## src/rtl/idu_pipe.sv

```systemverilog
// idu_pipe: RV32I instruction queue feeding a single registered decode stage.
// Fetch pushes {pc, inst} into a DEPTH-entry circular queue; the head is
// decoded combinationally and captured into the output register whenever
// that register is empty or being consumed.
// Optional feature: define IDU_PIPE_HAZARD_EN to insert a one-cycle bubble
// between a LOAD and an immediately following consumer of its rd.
module idu_pipe #(
  parameter int XLEN  = 32,
  parameter int DEPTH = 4
) (
  input  logic                     clk_i,
  input  logic                     rst_n_i,
  input  logic                     flush_i,
  input  logic                     inst_valid_i,
  output logic                     inst_ready_o,
  input  logic [XLEN-1:0]          inst_pc_i,
  input  logic [31:0]              inst_data_i,
  output logic                     dec_valid_o,
  input  logic                     dec_ready_i,
  output logic [XLEN-1:0]          dec_pc_o,
  output logic                     dec_rd_wr_en_o,
  output logic [4:0]               dec_rd_wr_addr_o,
  output logic [4:0]               dec_rs1_rd_addr_o,
  output logic [4:0]               dec_rs2_rd_addr_o,
  output logic                     dec_load_o,
  output logic [XLEN-1:0]          dec_imm_o,
  output logic [$clog2(DEPTH):0]   fifo_cnt_o
);
  localparam int AW = $clog2(DEPTH);
  localparam int CW = AW + 1;
  localparam logic [CW-1:0] DEPTH_C = CW'(DEPTH);

  localparam logic [6:0] OP_LUI    = 7'b0110111;
  localparam logic [6:0] OP_AUIPC  = 7'b0010111;
  localparam logic [6:0] OP_JAL    = 7'b1101111;
  localparam logic [6:0] OP_JALR   = 7'b1100111;
  localparam logic [6:0] OP_BRANCH = 7'b1100011;
  localparam logic [6:0] OP_LOAD   = 7'b0000011;
  localparam logic [6:0] OP_STORE  = 7'b0100011;
  localparam logic [6:0] OP_OPIMM  = 7'b0010011;
  localparam logic [6:0] OP_OP     = 7'b0110011;

  logic [XLEN-1:0] r_pc_q   [DEPTH];
  logic [31:0]     r_inst_q [DEPTH];
  logic [AW-1:0]   r_wptr, r_rptr;
  logic [CW-1:0]   r_cnt;

  logic            w_push, w_pop, w_load, w_stall, w_wr_en;
  logic [XLEN-1:0] w_head_pc, w_imm;
  logic [31:0]     w_head, w_imm32;
  logic [6:0]      w_opc;
  logic [4:0]      w_rd, w_rs1, w_rs2;

  // A full queue never accepts, even if the head leaves this same cycle.
  assign inst_ready_o = (r_cnt < DEPTH_C) && !flush_i;
  assign w_push       = inst_valid_i && inst_ready_o;
  assign w_load       = (r_cnt != '0) && !w_stall && (!dec_valid_o || dec_ready_i);
  assign w_pop        = w_load && !flush_i;
  assign fifo_cnt_o   = r_cnt;

  assign w_head_pc = r_pc_q[r_rptr];
  assign w_head    = r_inst_q[r_rptr];
  assign w_opc     = w_head[6:0];
  assign w_rd      = w_head[11:7];
  assign w_rs1     = w_head[19:15];
  assign w_rs2     = w_head[24:20];
  // Size cast of a signed 32-bit value sign-extends to XLEN.
  assign w_imm     = XLEN'($signed(w_imm32));

  // Head decode: rd write enable and 32-bit immediate by instruction format.
  always_comb begin
    w_wr_en = 1'b0;
    w_imm32 = '0;
    unique case (w_opc)
      OP_LUI, OP_AUIPC: begin
        w_wr_en = 1'b1;
        w_imm32 = {w_head[31:12], 12'b0};
      end
      OP_JAL: begin
        w_wr_en = 1'b1;
        w_imm32 = {{11{w_head[31]}}, w_head[31], w_head[19:12], w_head[20], w_head[30:21], 1'b0};
      end
      OP_JALR, OP_LOAD, OP_OPIMM: begin
        w_wr_en = 1'b1;
        w_imm32 = {{20{w_head[31]}}, w_head[31:20]};
      end
      OP_OP:     w_wr_en = 1'b1;
      OP_STORE:  w_imm32 = {{20{w_head[31]}}, w_head[31:25], w_head[11:7]};
      OP_BRANCH: w_imm32 = {{19{w_head[31]}}, w_head[31], w_head[7], w_head[30:25], w_head[11:8], 1'b0};
      default: ;
    endcase
    if (w_rd == 5'd0) w_wr_en = 1'b0;
  end

`ifdef IDU_PIPE_HAZARD_EN
  logic w_rs1_use, w_rs2_use;
  assign w_rs1_use = !(w_opc == OP_LUI || w_opc == OP_AUIPC || w_opc == OP_JAL);
  assign w_rs2_use = (w_opc == OP_STORE) || (w_opc == OP_BRANCH) || (w_opc == OP_OP);
  // Load-use: the load leaving now cannot forward to the head in time.
  assign w_stall = dec_valid_o && dec_ready_i && dec_load_o && dec_rd_wr_en_o &&
                   ((w_rs1_use && (w_rs1 == dec_rd_wr_addr_o)) ||
                    (w_rs2_use && (w_rs2 == dec_rd_wr_addr_o)));
`else
  assign w_stall = 1'b0;
`endif

  // Queue storage; contents are don't-care outside the occupied window.
  always_ff @(posedge clk_i) begin
    if (w_push) begin
      r_pc_q[r_wptr]   <= inst_pc_i;
      r_inst_q[r_wptr] <= inst_data_i;
    end
  end

  // Queue pointers and occupancy; flush wins over any push or pop.
  always_ff @(posedge clk_i or negedge rst_n_i) begin
    if (!rst_n_i) begin
      r_wptr <= '0;
      r_rptr <= '0;
      r_cnt  <= '0;
    end else if (flush_i) begin
      r_wptr <= '0;
      r_rptr <= '0;
      r_cnt  <= '0;
    end else begin
      if (w_push) r_wptr <= r_wptr + 1'b1;
      if (w_pop)  r_rptr <= r_rptr + 1'b1;
      if (w_push && !w_pop)      r_cnt <= r_cnt + 1'b1;
      else if (w_pop && !w_push) r_cnt <= r_cnt - 1'b1;
    end
  end

  // Output stage: load a new head, drain when consumed, otherwise hold.
  always_ff @(posedge clk_i or negedge rst_n_i) begin
    if (!rst_n_i) begin
      dec_valid_o       <= 1'b0;
      dec_pc_o          <= '0;
      dec_rd_wr_en_o    <= 1'b0;
      dec_rd_wr_addr_o  <= '0;
      dec_rs1_rd_addr_o <= '0;
      dec_rs2_rd_addr_o <= '0;
      dec_load_o        <= 1'b0;
      dec_imm_o         <= '0;
    end else if (flush_i) begin
      dec_valid_o <= 1'b0;
    end else if (w_load) begin
      dec_valid_o       <= 1'b1;
      dec_pc_o          <= w_head_pc;
      dec_rd_wr_en_o    <= w_wr_en;
      dec_rd_wr_addr_o  <= w_rd;
      dec_rs1_rd_addr_o <= w_rs1;
      dec_rs2_rd_addr_o <= w_rs2;
      dec_load_o        <= (w_opc == OP_LOAD);
      dec_imm_o         <= w_imm;
    end else if (dec_ready_i) begin
      dec_valid_o <= 1'b0;
    end
  end
endmodule

```

## config.mk

```make
export PLATFORM = sky130hd
export DESIGN_NAME = idu_pipe
export DESIGN_NICKNAME = d
export VERILOG_FILES = /design/src/rtl/idu_pipe.sv
export SDC_FILE = /design/constraint.sdc
export NUM_CORES = 1
export LEC_CHECK = 0
export ABC_AREA = 1
export CAP_MARGIN = 5
export CELL_PAD_IN_SITES_DETAIL_PLACEMENT = 1
export CELL_PAD_IN_SITES_GLOBAL_PLACEMENT = 2
export CORE_ASPECT_RATIO = 1.25
export CORE_MARGIN = 8
export CORE_UTILIZATION = 25
export DETAILED_ROUTE_END_ITERATION = 10
export GPL_ROUTABILITY_DRIVEN = 0
export GPL_TIMING_DRIVEN = 1
export PLACE_DENSITY_LB_ADDON = 0.1
export SYNTH_ARGS = -nofsm -noshare
export SYNTH_HDL_FRONTEND = slang
export SYNTH_SLANG_ARGS = --single-unit
```

## constraint.sdc

```tcl
create_clock -name clk_i -period 5.2 [get_ports clk_i]
set_input_delay 1.04 -clock clk_i [delete_from_list [all_inputs] [get_ports clk_i]]
set_output_delay 1.04 -clock clk_i [all_outputs]
set_load 0.03 [all_outputs]
```

* Word-level counts from Yosys, hierarchy flattened *
Memories as Yosys holds them, arrays and structs flattened. A register that Yosys moved wholly into a read port is not among the register bits.
Cells that the tools add are included.

storage, ports and cells
  memory bits (writable) = 256
  register bits after elaboration = 57
  bits of input ports = 69
  logic and storage cells = 64
  output and inout bits = 86
  memories kept = 2

operators by class
  equal/unequal tests = 9
  reductions and logical operators = 22
  add/subtract/negate cells = 4
  bitwise gates (word level) = 1
  magnitude comparators = 1
  mux-type cells = 15

memories
  memory    depth  bits a word  rd ports  clocked after memory_dff  wr ports  line  RTL
  r_inst_q  4      32           1         0                         1         44    logic [31:0] r_inst_q [DEPTH];
  r_pc_q    4      32           1         1                         1         43    logic [XLEN-1:0] r_pc_q [DEPTH];

operators with widths
  cell                                               number
  one-hot mux 32 bit (5 select lines)                1
  == test 7 x 6 -> 1 bit, second input constant      3
  == test 7 bit, second input constant               3
  == test 7 x 5 -> 1 bit, second input constant      2
  2-to-1 mux 3 bit                                   3
  nonzero test 3 bit                                 3
  2-to-1 mux 2 bit                                   4
  == test 7 x 2 -> 1 bit, second input constant      1
  2-to-1 mux 1 bit                                   7
  OR reduction 7 bit                                 1
  logical AND 1 bit                                  6
  zero test 1 bit                                    5
  zero test 5 bit                                    1
  adder 2 x 1 -> 2 bit, second input constant        2
  nonzero test 2 bit                                 2
  adder 3 x 1 -> 3 bit, second input constant        1
  less-than comparator 3 bit, second input constant  1
  OR reduction 3 bit                                 1
  subtractor 3 x 1 -> 3 bit, second input constant   1
  AND reduction 2 bit                                1
  OR reduction 2 bit                                 1
  logical OR 1 bit                                   1
  inverter 1 bit                                     1

* Depth between registers and ports, before layout *
  depth after elaboration = 8
  depth in mapped cells = 15
  gate-level depth less buffers = 15

* Least setup slack after synthesis *
No wires, ideal clock.

  path type = input -> register
  start = input port flush_i
  end = memory r_inst_q[0][0], enable pin
  arrival = 4.571 ns
  library setup time = 0.487 ns
  required time = 4.713 ns
  path slack = 0.143 ns
  buffers on the path = 0
  cell stages on the path = 3
  cells stage by stage = nor2_1 -> nand2_1 -> nor2_1

on the way
  word-level cells in the longest chain between the ends = 5

RTL lines
  element                                 line  RTL
  start: declaration                      13    input logic flush_i,
  zero test 1 bit                         55    assign inst_ready_o = (r_cnt < DEPTH_C) && !flush_i;
  logical AND 1 bit                       55
  logical AND 1 bit                       56    assign w_push = inst_valid_i && inst_ready_o;
  2-to-1 mux 1 bit                        109   if (w_push) begin
  2-to-1 mux 1 bit (not written as such)  111   r_inst_q[r_wptr] <= inst_data_i;
  end: declaration                        44

No other way between the ends.

* Final worst setup path *
  start = input port flush_i
  end = output port inst_ready_o

on the way
  word-level cells in the longest chain between the ends = 2

RTL lines
  element            line  RTL
  zero test 1 bit    55
  logical AND 1 bit  55
  end: declaration   15    output logic inst_ready_o,

No other way between the ends.

==> impl_metrics.toml <==
[outcome]
status = "finished clean"

[logic_synthesis]
yosysWarnings = 0
syn_area_um2 = 13460
syn-instance-count = 1132
ys_seq_area_share_pct = 73.66
syn-num-nets = 1206
yosys.cell_types.count = 37
syn_area_per_cell_um2 = 11.89
synth-seq-cells = 345

[grt]
grtUsageMet1_pct = 15.23
grtUsageMet2_pct = 23.32
grt_remaining_overflow = 0
grt_pass1_vias = 9582
grtUsageMet3_pct = 2.689
antenna_found_initial = 3
track_usage_pct = 12.94
grt_start_max_net_pins = 65
grt_pass1_wl_mm = 60.38
grt_busiest_layer = "met2"

[final_layout]
fill_cells = 5817
area_growth_pct = 26.38
drive_above_1_share_pct = 7.610
nets = 1358

[sta]
rsz0062_at_grt = "false"
period_minus_slack_ns = 3.444
fin_setup_tns_ns = 0
worst_slack_ns = 1.756
finalHoldViolCount = 0
fmax_mhz = 290.3
setup_viol = 0
fin_crit_sh_pct = 66.24
slew_violations = 0
tightestPinTransition_ns = 0.8516
fin_worst_skew_ns = 0.01210
max_slew_margin_pct = 43.15

[detailed_routing]
routedWlPerCell_um = 20.00
dr.pass1.iters = 4
vias = 8846
drtIter0Drc = 372
drtAntennaViolNets = 0
totalWireLength_mm = 39.91
viasPerCell = 4.434
drc_errors = 0

[placed_design]
place_hpwl_mm = 24.69
io_buffers = 154
place_ws_ns = 1.194

[setup_path]
critPathSlowestCell = "clkdlybuf4s50_1"
crit_chain = "clkdlybuf4s50_1 > nor2_1 > clkdlybuf4s50_1"
crit_path_max_fanout = 3
end_kind = "output pin"
worstPathRequired_ns = 4.16
cp.arrival_ns = 2.40
cp-start-kind = "primary input"
cpPeakStageDelay_ns = 0.71
cp_num_buf_inv = 2
crit_top_cell = "clkdlybuf4s50_1"
path_delay_family = "buffers and inverters"
path_class = "in -> out"

[clocking]
hold_buffers = 0
cts-root-buf = "clkbuf_16"
htree_levels = 2
numCtsBuffers = 40
clk_latency_ns = 0.55
cts_sinks = 345
post_cts_buffers = 0
tritoncts = "yes"
clk_path_buf_depth = 3
ctsResizeCount = 0
path_clk_slew_ns = 0.06

[die]
io_pins = 155
rows = 95
die_h_um = 275.4
die_w_um = 223.5
start_util_pct = 25.16
core_um2 = 53490
die_area_um2 = 61570

[power]
p_per_area_nw_per_um2 = 552.4
vdd_ir_drop_max_mv = 0.2787
p_leak_nw = 6.479

[job]
maxCapViolCount = 0

[min_path]
hold_class = "reg -> reg"
[registers in the layout, summed over array words and instances (netlist names)]
name	cells
r_wptr	2
dec_load_o	1
r_inst_q	128
dec_rd_wr_addr_o	5
dec_valid_o	1
dec_rs2_rd_addr_o	5
r_pc_q	128
dec_rd_wr_en_o	1
dec_rs1_rd_addr_o	5
dec_pc_o	32
dec_imm_o	32
r_rptr	2
fifo_cnt_o	3
[worst reg2reg max path: cells and delay by family, from the launching register on]
kind / cells / cell delay (ns)
buffers and inverters: 3 / 1.45
flip-flops: 1 / 0.66
AO/OA/AOI/OAI: 2 / 0.64
AND/OR/NAND/NOR: 3 / 0.30
[worst paths after layout]
check / slack (ns) / from / depth (start not counted) / to
worst max-delay path: 1.76 / flush_i / 3 / inst_ready_o
worst min-delay path: 0.48 / dec_pc_o[21] / 2 / dec_pc_o[21]
worst max register to register: 2.09 / r_rptr[0] / 8 / dec_imm_o[4]
worst min register to register: 0.48 / dec_pc_o[21] / 2 / dec_pc_o[21]
max in group asynchronous: 3.57 / rst_n_i / 2 / dec_imm_o[30]
min in group asynchronous: 0.55 / rst_n_i / 1 / dec_pc_o[14]
[Yosys cell counts (all sizes together)]
library cell	number	area share (%)
fa	1	0.15
nand2	333	9.5
a21oi	19	0.73
clkinv	2	0.065
a32o	1	0.074
inv	32	0.89
nand3	49	1.9
nor3	2	0.074
nand4	1	0.16
nor2	113	3.3
dfrtp	89	17
or2	1	0.047
clkbuf	27	0.76
ha	4	0.37
buf	32	1.3
xor2	1	0.065
edfxtp	256	57
a32oi	2	0.13
o21ai	114	4.3
a22oi	5	0.28
and2	2	0.093
o22ai	46	2.1
[cells in the final DEF, fill, tap and decap left out, types with 2 or more instances in the layout]
cell | Yosys | layout
diode_2 | 0 | 2
nor2_4 | 3 | 7
a22oi_1 | 5 | 5
inv_2 | 6 | 5
edfxtp_1 | 256 | 256
ha_1 | 4 | 4
nand2_4 | 1 | 2
nand2_2 | 9 | 9
clkbuf_1 | 26 | 16
inv_1 | 26 | 25
nand2_1 | 323 | 322
a32oi_1 | 2 | 2
inv_6 | 0 | 2
o22ai_1 | 46 | 46
a21oi_1 | 18 | 18
nand3_1 | 48 | 48
bufinv_16 | 0 | 2
clkinv_1 | 1 | 6
nor2_1 | 109 | 105
clkinv_2 | 1 | 6
clkbuf_16 | 0 | 41
dfrtp_1 | 89 | 87
nor3_1 | 2 | 2
o21ai_0 | 109 | 109
buf_12 | 0 | 4
clkdlybuf4s50_1 | 0 | 153
buf_4 | 3 | 12
o21ai_1 | 4 | 4
[cells by family (layout without fill, tap and decap cells)]
family	count (synthesis)	after routing	synth area share, %
other	0	2	0
adder cells (fa/ha/maj)	5	5	0.5206
buffers and inverters	93	275	3.002
AO/OA/AOI/OAI	187	187	7.678
AND/OR/NAND/NOR	501	501	15.08
flip-flops	345	345	73.66
XOR/XNOR	1	1	0.06508
[where the power goes]
group	internal (W)	switching, W
Sequential	0.00339	0.000265
Combinational	0.00100	0.00206
Clock	0.00157	0.00112
Total	0.00596	0.00344
[layer usage]
metal | vias up | part of all wire (%)
met2 | 142 | 51
met3 | 57 | 4.3
met4 | 4 | 2.1
met1 | 4429 | 42
li1 | 4214 | -
met5 | - | 0.060
[layout make-up]
type                       instances  area [µm²]  share of cell area (%)
antenna                            2       5.005                 0.02942
clock buffer                      58        1100                   6.465
clock inverter                    14       123.9                  0.7282
inverter                          34       132.6                  0.7796
multi-input combinational        694        3179                   18.69
sequential                       345        9920                   58.31
tap                              679       849.6                   4.994
timing repair buffer             169        1702                   10.00
[through the flow]
stage,cells,cell area [µm²],power (W),hold WS [ns],utilization (%)
5_1_grt,1993,17010,0.01000,0.5077,31.79
4_1_cts,1993,17010,0.009653,0.4832,31.79
2_1_floorplan,1132,13460,0.005522,0.5156,-
3_5_place_dp,1921,15780,0.006895,0.4671,29.51
3_3_place_gp,1921,15780,0.006886,0.4638,29.51
6_report,1995,17010,0.009397,0.4762,31.80
(Power assumes the default switching activity.)
